$ cat src/rtl/count_monitor.sv
// -----------------------------------------------------------------------------
// count_monitor
//
// Passive observer for an up/down counter. Every cycle it samples the counter's
// output, direction and reset and predicts the next count. It flags mismatches,
// reports wrap-around events and keeps a saturating error count. It never
// drives the counter.
//
// Optional feature (macro COUNT_MONITOR_FIRST_ERR_EN):
//   When defined, the expected and observed values of the first mismatch after
//   reset or clr_err are captured on first_exp / first_obs, and first_vld is
//   set. Later mismatches do not overwrite them. When undefined, these ports
//   and registers do not exist.
//
// Parameters:
//   WIDTH      width of the observed count
//   ERR_W      width of the saturating error counter
//
// Ports:
//   clk        system clock, rising edge
//   rstn       asynchronous active-low reset of the monitor
//   enable     1 = monitor active, 0 = forced to IDLE
//   cnt_rstn   counter reset as seen by the counter (0 = counter held at 0)
//   up_dwn     counter direction as sampled by the counter (1 = up)
//   count_in   counter output
//   clr_err    synchronous clear of err_cnt and the first-error capture
//   locked     in TRACK with the most recent compare successful
//   mismatch   one-cycle pulse, observed count differed from the prediction
//   wrap_up    one-cycle pulse, max -> 0 observed while counting up
//   wrap_dn    one-cycle pulse, 0 -> max observed while counting down
//   expected   current prediction for count_in
//   err_cnt    saturating mismatch count
//   first_exp  (optional) prediction at the first mismatch
//   first_obs  (optional) observed value at the first mismatch
//   first_vld  (optional) first_exp / first_obs hold a capture
//
// States:
//   state | meaning
//   IDLE  | monitor disabled, outputs other than err_cnt held at 0
//   SYNC  | capturing count/direction, waiting for the counter to leave reset
//   TRACK | predicting and comparing every cycle
// -----------------------------------------------------------------------------
module count_monitor #(
    parameter int WIDTH = 4,
    parameter int ERR_W = 8
) (
    input  logic             clk,
    input  logic             rstn,
    input  logic             enable,
    input  logic             cnt_rstn,
    input  logic             up_dwn,
    input  logic [WIDTH-1:0] count_in,
    input  logic             clr_err,
    output logic             locked,
    output logic             mismatch,
    output logic             wrap_up,
    output logic             wrap_dn,
    output logic [WIDTH-1:0] expected,
    output logic [ERR_W-1:0] err_cnt
`ifdef COUNT_MONITOR_FIRST_ERR_EN
    ,
    output logic [WIDTH-1:0] first_exp,
    output logic [WIDTH-1:0] first_obs,
    output logic             first_vld
`endif
);

    typedef enum logic [1:0] {
        IDLE  = 2'd0,
        SYNC  = 2'd1,
        TRACK = 2'd2
    } state_t;

    localparam logic [WIDTH-1:0] CNT_ONE  = WIDTH'(1);
    localparam logic [WIDTH-1:0] CNT_ZERO = '0;
    localparam logic [WIDTH-1:0] CNT_MAX  = '1;
    localparam logic [ERR_W-1:0] ERR_ONE  = ERR_W'(1);
    localparam logic [ERR_W-1:0] ERR_MAX  = '1;

    state_t           state;
    state_t           state_nxt;
    logic [WIDTH-1:0] prev_cnt;
    logic [WIDTH-1:0] prev_cnt_nxt;
    logic             prev_dir;
    logic             prev_dir_nxt;
    logic             locked_nxt;
    logic             mismatch_nxt;
    logic             wrap_up_nxt;
    logic             wrap_dn_nxt;
    logic [WIDTH-1:0] expected_nxt;
    logic [ERR_W-1:0] err_cnt_nxt;
    logic             err_hit;

    // Prediction for the value now on count_in, built from last cycle's sample.
    logic [WIDTH-1:0] exp_now;
    // Prediction for next cycle, built from this cycle's sample.
    logic [WIDTH-1:0] pred_next;
    logic [ERR_W-1:0] err_inc;

    assign exp_now   = prev_dir ? (prev_cnt + CNT_ONE) : (prev_cnt - CNT_ONE);
    assign pred_next = up_dwn   ? (count_in + CNT_ONE) : (count_in - CNT_ONE);
    assign err_inc   = (err_cnt == ERR_MAX) ? err_cnt : (err_cnt + ERR_ONE);

    always_comb begin
        state_nxt    = state;
        prev_cnt_nxt = prev_cnt;
        prev_dir_nxt = prev_dir;
        locked_nxt   = 1'b0;
        mismatch_nxt = 1'b0;
        wrap_up_nxt  = 1'b0;
        wrap_dn_nxt  = 1'b0;
        expected_nxt = expected;
        err_cnt_nxt  = err_cnt;
        err_hit      = 1'b0;

        if (!enable) begin
            state_nxt    = IDLE;
            expected_nxt = CNT_ZERO;
        end else begin
            case (state)
                IDLE: begin
                    state_nxt    = SYNC;
                    expected_nxt = CNT_ZERO;
                end
                SYNC: begin
                    prev_cnt_nxt = count_in;
                    prev_dir_nxt = up_dwn;
                    expected_nxt = CNT_ZERO;
                    state_nxt    = cnt_rstn ? TRACK : SYNC;
                end
                TRACK: begin
                    prev_cnt_nxt = count_in;
                    prev_dir_nxt = up_dwn;
                    expected_nxt = pred_next;
                    if (!cnt_rstn) begin
                        // A counter reset mid-count is legitimate: resync, no compare.
                        state_nxt = SYNC;
                    end else if (count_in != exp_now) begin
                        // Stay in TRACK; prev_cnt follows the observed value so
                        // tracking resumes from it on the next cycle.
                        mismatch_nxt = 1'b1;
                        err_cnt_nxt  = err_inc;
                        err_hit      = 1'b1;
                    end else begin
                        locked_nxt  = 1'b1;
                        wrap_up_nxt = prev_dir  && (prev_cnt == CNT_MAX)  && (count_in == CNT_ZERO);
                        wrap_dn_nxt = !prev_dir && (prev_cnt == CNT_ZERO) && (count_in == CNT_MAX);
                    end
                end
                default: begin
                    state_nxt    = IDLE;
                    expected_nxt = CNT_ZERO;
                end
            endcase
        end

        // Clear takes priority over a same-cycle increment; the pulse still fires.
        if (clr_err) begin
            err_cnt_nxt = '0;
        end
    end

    always_ff @(posedge clk or negedge rstn) begin
        if (!rstn) begin
            state    <= IDLE;
            prev_cnt <= '0;
            prev_dir <= 1'b0;
            locked   <= 1'b0;
            mismatch <= 1'b0;
            wrap_up  <= 1'b0;
            wrap_dn  <= 1'b0;
            expected <= '0;
            err_cnt  <= '0;
        end else begin
            state    <= state_nxt;
            prev_cnt <= prev_cnt_nxt;
            prev_dir <= prev_dir_nxt;
            locked   <= locked_nxt;
            mismatch <= mismatch_nxt;
            wrap_up  <= wrap_up_nxt;
            wrap_dn  <= wrap_dn_nxt;
            expected <= expected_nxt;
            err_cnt  <= err_cnt_nxt;
        end
    end

`ifdef COUNT_MONITOR_FIRST_ERR_EN
    always_ff @(posedge clk or negedge rstn) begin
        if (!rstn) begin
            first_exp <= '0;
            first_obs <= '0;
            first_vld <= 1'b0;
        end else if (clr_err) begin
            first_exp <= '0;
            first_obs <= '0;
            first_vld <= 1'b0;
        end else if (err_hit && !first_vld) begin
            first_exp <= exp_now;
            first_obs <= count_in;
            first_vld <= 1'b1;
        end
    end
`endif

endmodule

$ cat config.mk
export PLATFORM = sky130hd
export DESIGN_NAME = count_monitor
export DESIGN_NICKNAME = d
export VERILOG_FILES = /design/src/rtl/count_monitor.sv
export SDC_FILE = /design/constraint.sdc
export NUM_CORES = 1
export LEC_CHECK = 0
export ABC_CLOCK_PERIOD_IN_PS = 2200
export CAP_MARGIN = 40
export CORE_AREA = 8 8 64 66
export DETAILED_ROUTE_END_ITERATION = 10
export DIE_AREA = 0 0 72 74
export PLACE_DENSITY = 0.71
export SETUP_SLACK_MARGIN = 0.3
export SLEW_MARGIN = 20
export SYNTH_ARGS = -nofsm -noshare
export SYNTH_HDL_FRONTEND = slang
export SYNTH_SLANG_ARGS = --single-unit
$ cat constraint.sdc
create_clock -name clk -period 2.2 [get_ports clk]
set_clock_uncertainty 0.05 [all_clocks]
set_input_delay 0.22 -clock clk [delete_from_list [all_inputs] [get_ports clk]]
set_output_delay 0.22 -clock clk [all_outputs]
set_load 0.01 [all_outputs]
Word level (Yosys, flattened, before mapping). Index checks and enable logic that the tools add are counted.

Eq/ne operators: 8. Reduce and logical (&&, ||, !) cells: 15. Multiplexer cells: 30. $add $sub $neg: 5.

Operators by type and width (number): two-way mux 8 bit (6); two-way mux 1 bit (16); two-way mux 4 bit (4); adder 4 x 1 -> 4 bit (second input constant) (2); adder 8 x 1 -> 8 bit (second input constant) (1); equality test 4 bit (second input constant) (2); equality test 8 bit (second input constant) (1); zero test 4 bit (2); nonzero test 2 bit (4); subtractor 4 x 1 -> 4 bit (second input constant) (2); two-way mux 2 bit (3); case mux 2 bit (3 select lines) (1); AND reduction 5 bit (1); logical AND 1 bit (4); inequality test 4 bit (1); inequality test 3 bit (second input constant) (1); equality test 2 x 1 -> 1 bit (second input constant) (1); equality test 2 bit (second input constant) (1); zero test 2 bit (1); inequality test 2 bit (second input constant) (1); AND reduction 2 bit (1); OR reduction 2 bit (1); zero test 1 bit (1).

Output and inout bits: 16. Logic and storage cells: 67. Register bits: 23.

Depth between registers and ports, before layout.
Word-level depth: 8. Depth in mapped cells: 8. Depth with buffers taken out: 7.

Worst setup path before layout. OpenSTA, ideal clock, no wires.

Path kind: reg2reg. Start: register prev_cnt[0]. End: register err_cnt[3]. Library setup time: 128 ps. Data arrival time: 2106 ps. Cell stages (with the launch flop): 7. Period minus slack after synthesis: 2283 ps. Setup slack: -83 ps. Path through: dfrtp_1 > fa_1 > xnor3_1 > nand3_4 > o31ai_2 > nor2b_1 > mux2_1.

Word-level cells in the longest chain between the ends: 5. Elaborated cells between the ends (all ways): 6.

Ends and longest elaborated chain: start, declared (RTL line 82) `logic [WIDTH-1:0] prev_cnt;`; start signal, assigned (RTL line 176) `prev_cnt <= prev_cnt_nxt;`; subtractor 4 x 1 -> 4 bit / adder 4 x 1 -> 4 bit (equally long branches) (RTL line 100) `assign exp_now = prev_dir ? (prev_cnt + CNT_ONE) : (prev_cnt - CNT_ONE);`; two-way mux 4 bit * (RTL line 100); inequality test 4 bit * (RTL line 138) `end else if (count_in != exp_now) begin`; nonzero test 2 bit (no line) *; AND reduction 5 bit (no line) *; end signal, assigned (RTL line 183) `err_cnt <= err_cnt_nxt;`; end, declared (RTL line 59) `output logic [ERR_W-1:0] err_cnt`.

Mark *: on every way between the ends. The rest lies on a longest branch, timed or not. A chain may end at the register's enable or synchronous reset.

Final worst setup path.
Start: register prev_dir. End: register err_cnt[4].

Word-level cells in the longest chain between the ends: 4.

Ends and longest elaborated chain: start, declared (RTL line 84) `logic prev_dir;`; start signal, assigned (RTL line 177) `prev_dir <= prev_dir_nxt;`; two-way mux 4 bit (RTL line 100); inequality test 4 bit (RTL line 138); nonzero test 2 bit (no line); AND reduction 5 bit (no line).

No other way between the ends.

==> run summary <==
Final ANT Viol Nets = 0
MaxCap Viol Count = 0
Die Y = 74 µm
Fmax = 468 MHz
Via density = 5.26
Top FF cell, synth = dfrtp_1
Reg2Reg Depth = 8
post-synthesis async set-or-reset flop share = 100%
number of global-route vias before repair = 1163
grt ovf = 0
largest net degree at the start of global routing = 24
Setup Viol. Count Final = 0
Clock transition at path regs = 0.13 ns
clock tree buffer depth = 2
starting density of the core = 42.5%
first-pass GRT wire length = 5.29 mm
Slowest-stage cell, CP = dfrtp_1
slack of the critical path = 0.0619 ns
vias = 1131
routed wire length = 3.23 mm
top post-synthesis cells by area = dfrtp_1, ha_1, a21oi_1, mux2_2, xnor3_1
Hold Fails Final Rpt = 0
HPWL after detailed placement = 2.31 mm
period utilization = 97.2%
row cnt = 21
Synth Cell Area = 1350 µm²
FF-to-FF setup slack = 0.06 ns
Finished Layout Cells = 215
syn_nets = 148
initial antenna violation count = 0
cts hold-fix bufs = 0
Root Driver = clkbuf_4
hold crit path type = in -> async
Total Routing Usage GR = 12.6%
largest stage delay on the critical path = 0.42 ns
FF+latch count, synth = 23
Seq/Total Area, Yosys = 42.6%
Cells after Synth = 127
Port Buffer Count = 25
pwr/cell area = 732 nW/µm²
top cell type by total area after synthesis = dfrtp_1
Post-synth EDFFs = 0
Slew HR = 72.8%
Mapped Avg Cell Area = 10.6 µm²
Net count, final = 191
Setup crit end kind = flip-flop
area occupied by multi-input gates = 823 µm²
filler cell count in the final layout = 261
Max rail drop VDD = 0.513 mV
post-route setup TNS = 0 ns
routability cong. = 0.799
Worst Tran Pin Value = 0.407 ns
CP startpoint kind = flip-flop
Core Region = 3180 µm²
setup slack at placement = -0.0232 ns
DR WL/cell = 15.0 µm
Crit Path Max Fanout = 9
drt initial violations = 89
die area = 5330 µm²
min Tclk post-route = 2.14 ns
Final Util = 59.0%
first-pass detailed-route iteration total = 4
number of CTS-inserted buffers = 3
CP top delay family = simple AND/OR/NAND/NOR gates
layout cells sized above 1 = 24.3%
Die Span X = 72 µm
Worst EP required = 2.38 ns
Yosys Warn Count = 0
Yosys cell types = 41
placed insts = 204
status = finished, final reports clean
crit path cell chain = inv_2 > ha_2 > xnor3_1 > nand3_4 > o31ai_4 > buf_6 > or3_1 > a21oi_1
crit path DAT = 2.32 ns
H-tree levels = 1
share of the synthesized area in the top cell type = 42.6%
Clock Latency Late Sink = 0.31 ns
sequential cell area = 577 µm²
worst reg2reg endpoint = err_cnt[4]
critical path class = reg -> reg
IO Pins = 26
count of final max-slew check failures = 0
Buffers & Inverters on Critical Path = 2
DRC = 0
CTS Sinks = 23
RSZ-0062 raised after global routing = true
synthesis-to-layout area growth = 38.8%
worst reg2reg startpoint = prev_dir
antenna diode count = 0
CTS tree = yes
Leakage = 0.799 nW
[cells in the final DEF, fill, tap and decap left out, types with 2 or more instances in the layout]
cell,synthesis,final
dfrtp_1,23,22
nor4b_1,2,2
a31oi_1,2,2
a21oi_4,0,2
clkbuf_4,0,3
nor3_2,1,2
o21ai_0,3,3
clkdlybuf4s50_1,0,25
nand2_1,9,9
xor2_1,2,2
xnor2_1,3,2
nand2b_1,2,2
or3_1,3,3
mux2_2,4,4
buf_6,1,2
buf_4,0,13
a21oi_2,1,2
ha_1,9,8
a21oi_1,10,7
nor2_1,9,9
o21ai_1,4,4
nor2b_1,3,3
inv_1,6,5
nand4_1,3,3
xnor3_1,2,2
nand3_1,4,4
[worst max-delay path by stage]
stage                      from    endpoint  slack [ns]  cells after the start
floorplan              prev_dir  err_cnt[6]        0.16                      7
global placement    count_in[2]  err_cnt[0]        0.08                      7
detailed placement     prev_dir  err_cnt[6]       -0.02                      8
CTS                 prev_cnt[0]  err_cnt[4]        0.06                      7
global route        prev_cnt[1]  err_cnt[1]       -0.03                      8
finish                 prev_dir  err_cnt[4]        0.06                      8
[repair_timing]
action / 4_1_cts / 5_1_grt
setup endpoints to repair: 9 / 12
setup buffers: 4 / 3
hold endpoints to repair: 0 / 0
gates resized for setup: 7 / 7
gates cloned: 0 / 0
pin swaps: 8 / 5
[metrics by stage]
stage | instance area, µm² | hold slack (ns) | power (mW)
final | 1880 | 0.193 | 1.37
after global routing | 1880 | 0.246 | 1.44
after detailed placement | 1730 | 0.485 | 1.03
after floorplan | 1380 | -0.126 | 0.908
after global placement | 1730 | 0.468 | 1.01
after CTS | 1820 | 0.206 | 1.28
[cell usage after synthesis (all sizes together), types with 3 or more instances]
| cell type | count |
|---|---|
| o21ai | 7 |
| or3 | 4 |
| a21oi | 11 |
| ha | 9 |
| and3 | 3 |
| nor2 | 9 |
| inv | 6 |
| nor2b | 3 |
| nand2 | 9 |
| xnor2 | 3 |
| nand4 | 3 |
| dfrtp | 23 |
| nand3 | 5 |
| mux2 | 5 |
[power breakdown]
part | leakage (nW) | internal (mW) | total [mW] | switching [mW]
logic | 0.477 | 0.356 | 0.677 | 0.321
clock network | 0.0150 | 0.0708 | 0.197 | 0.126
registers | 0.308 | 0.461 | 0.500 | 0.0390
total | 0.799 | 0.888 | 1.37 | 0.486
[layout make-up]
class                   instances  area share [%]
multi-input cells              96            43.9
flip-flops and latches         23            30.7
repair buffers                 40            19.7
well taps                      46            3.07
clock buffers                   4            1.40
inverters                       6            1.20
[state kept, by name (all words and copies together), names as in the netlist]
signal    cells
state         2
expected      4
wrap_dn       1
wrap_up       1
prev_cnt      4
err_cnt       8
locked        1
mismatch      1
prev_dir      1
[worst register-to-register path, cell delays in order, from the launching register on]
cell     delay [ns]
dfrtp_1        0.42
inv_2          0.10
ha_2           0.32
xnor3_1        0.39
nand3_4        0.10
o31ai_4        0.08
buf_6          0.15
or3_1          0.34
a21oi_1        0.13
[cells by family after synthesis]
logic type / Yosys count / synth area share, %
adder cells (fa/ha/maj): 11 / 11.3
AND/OR/NAND/NOR: 49 / 22.1
XOR/XNOR: 7 / 6.57
flip-flops: 23 / 42.6
buffers and inverters: 8 / 2.77
multiplexers: 5 / 4.16
AO/OA/AOI/OAI: 24 / 10.5
[metal layers]
metal,part of all wire (%),track usage (%)
met1,41,14.4
met2,51,22.0
met3,5.1,2.96
met4,2.3,5.67
met5,0,0
Power figures use the tool's default switching activity.
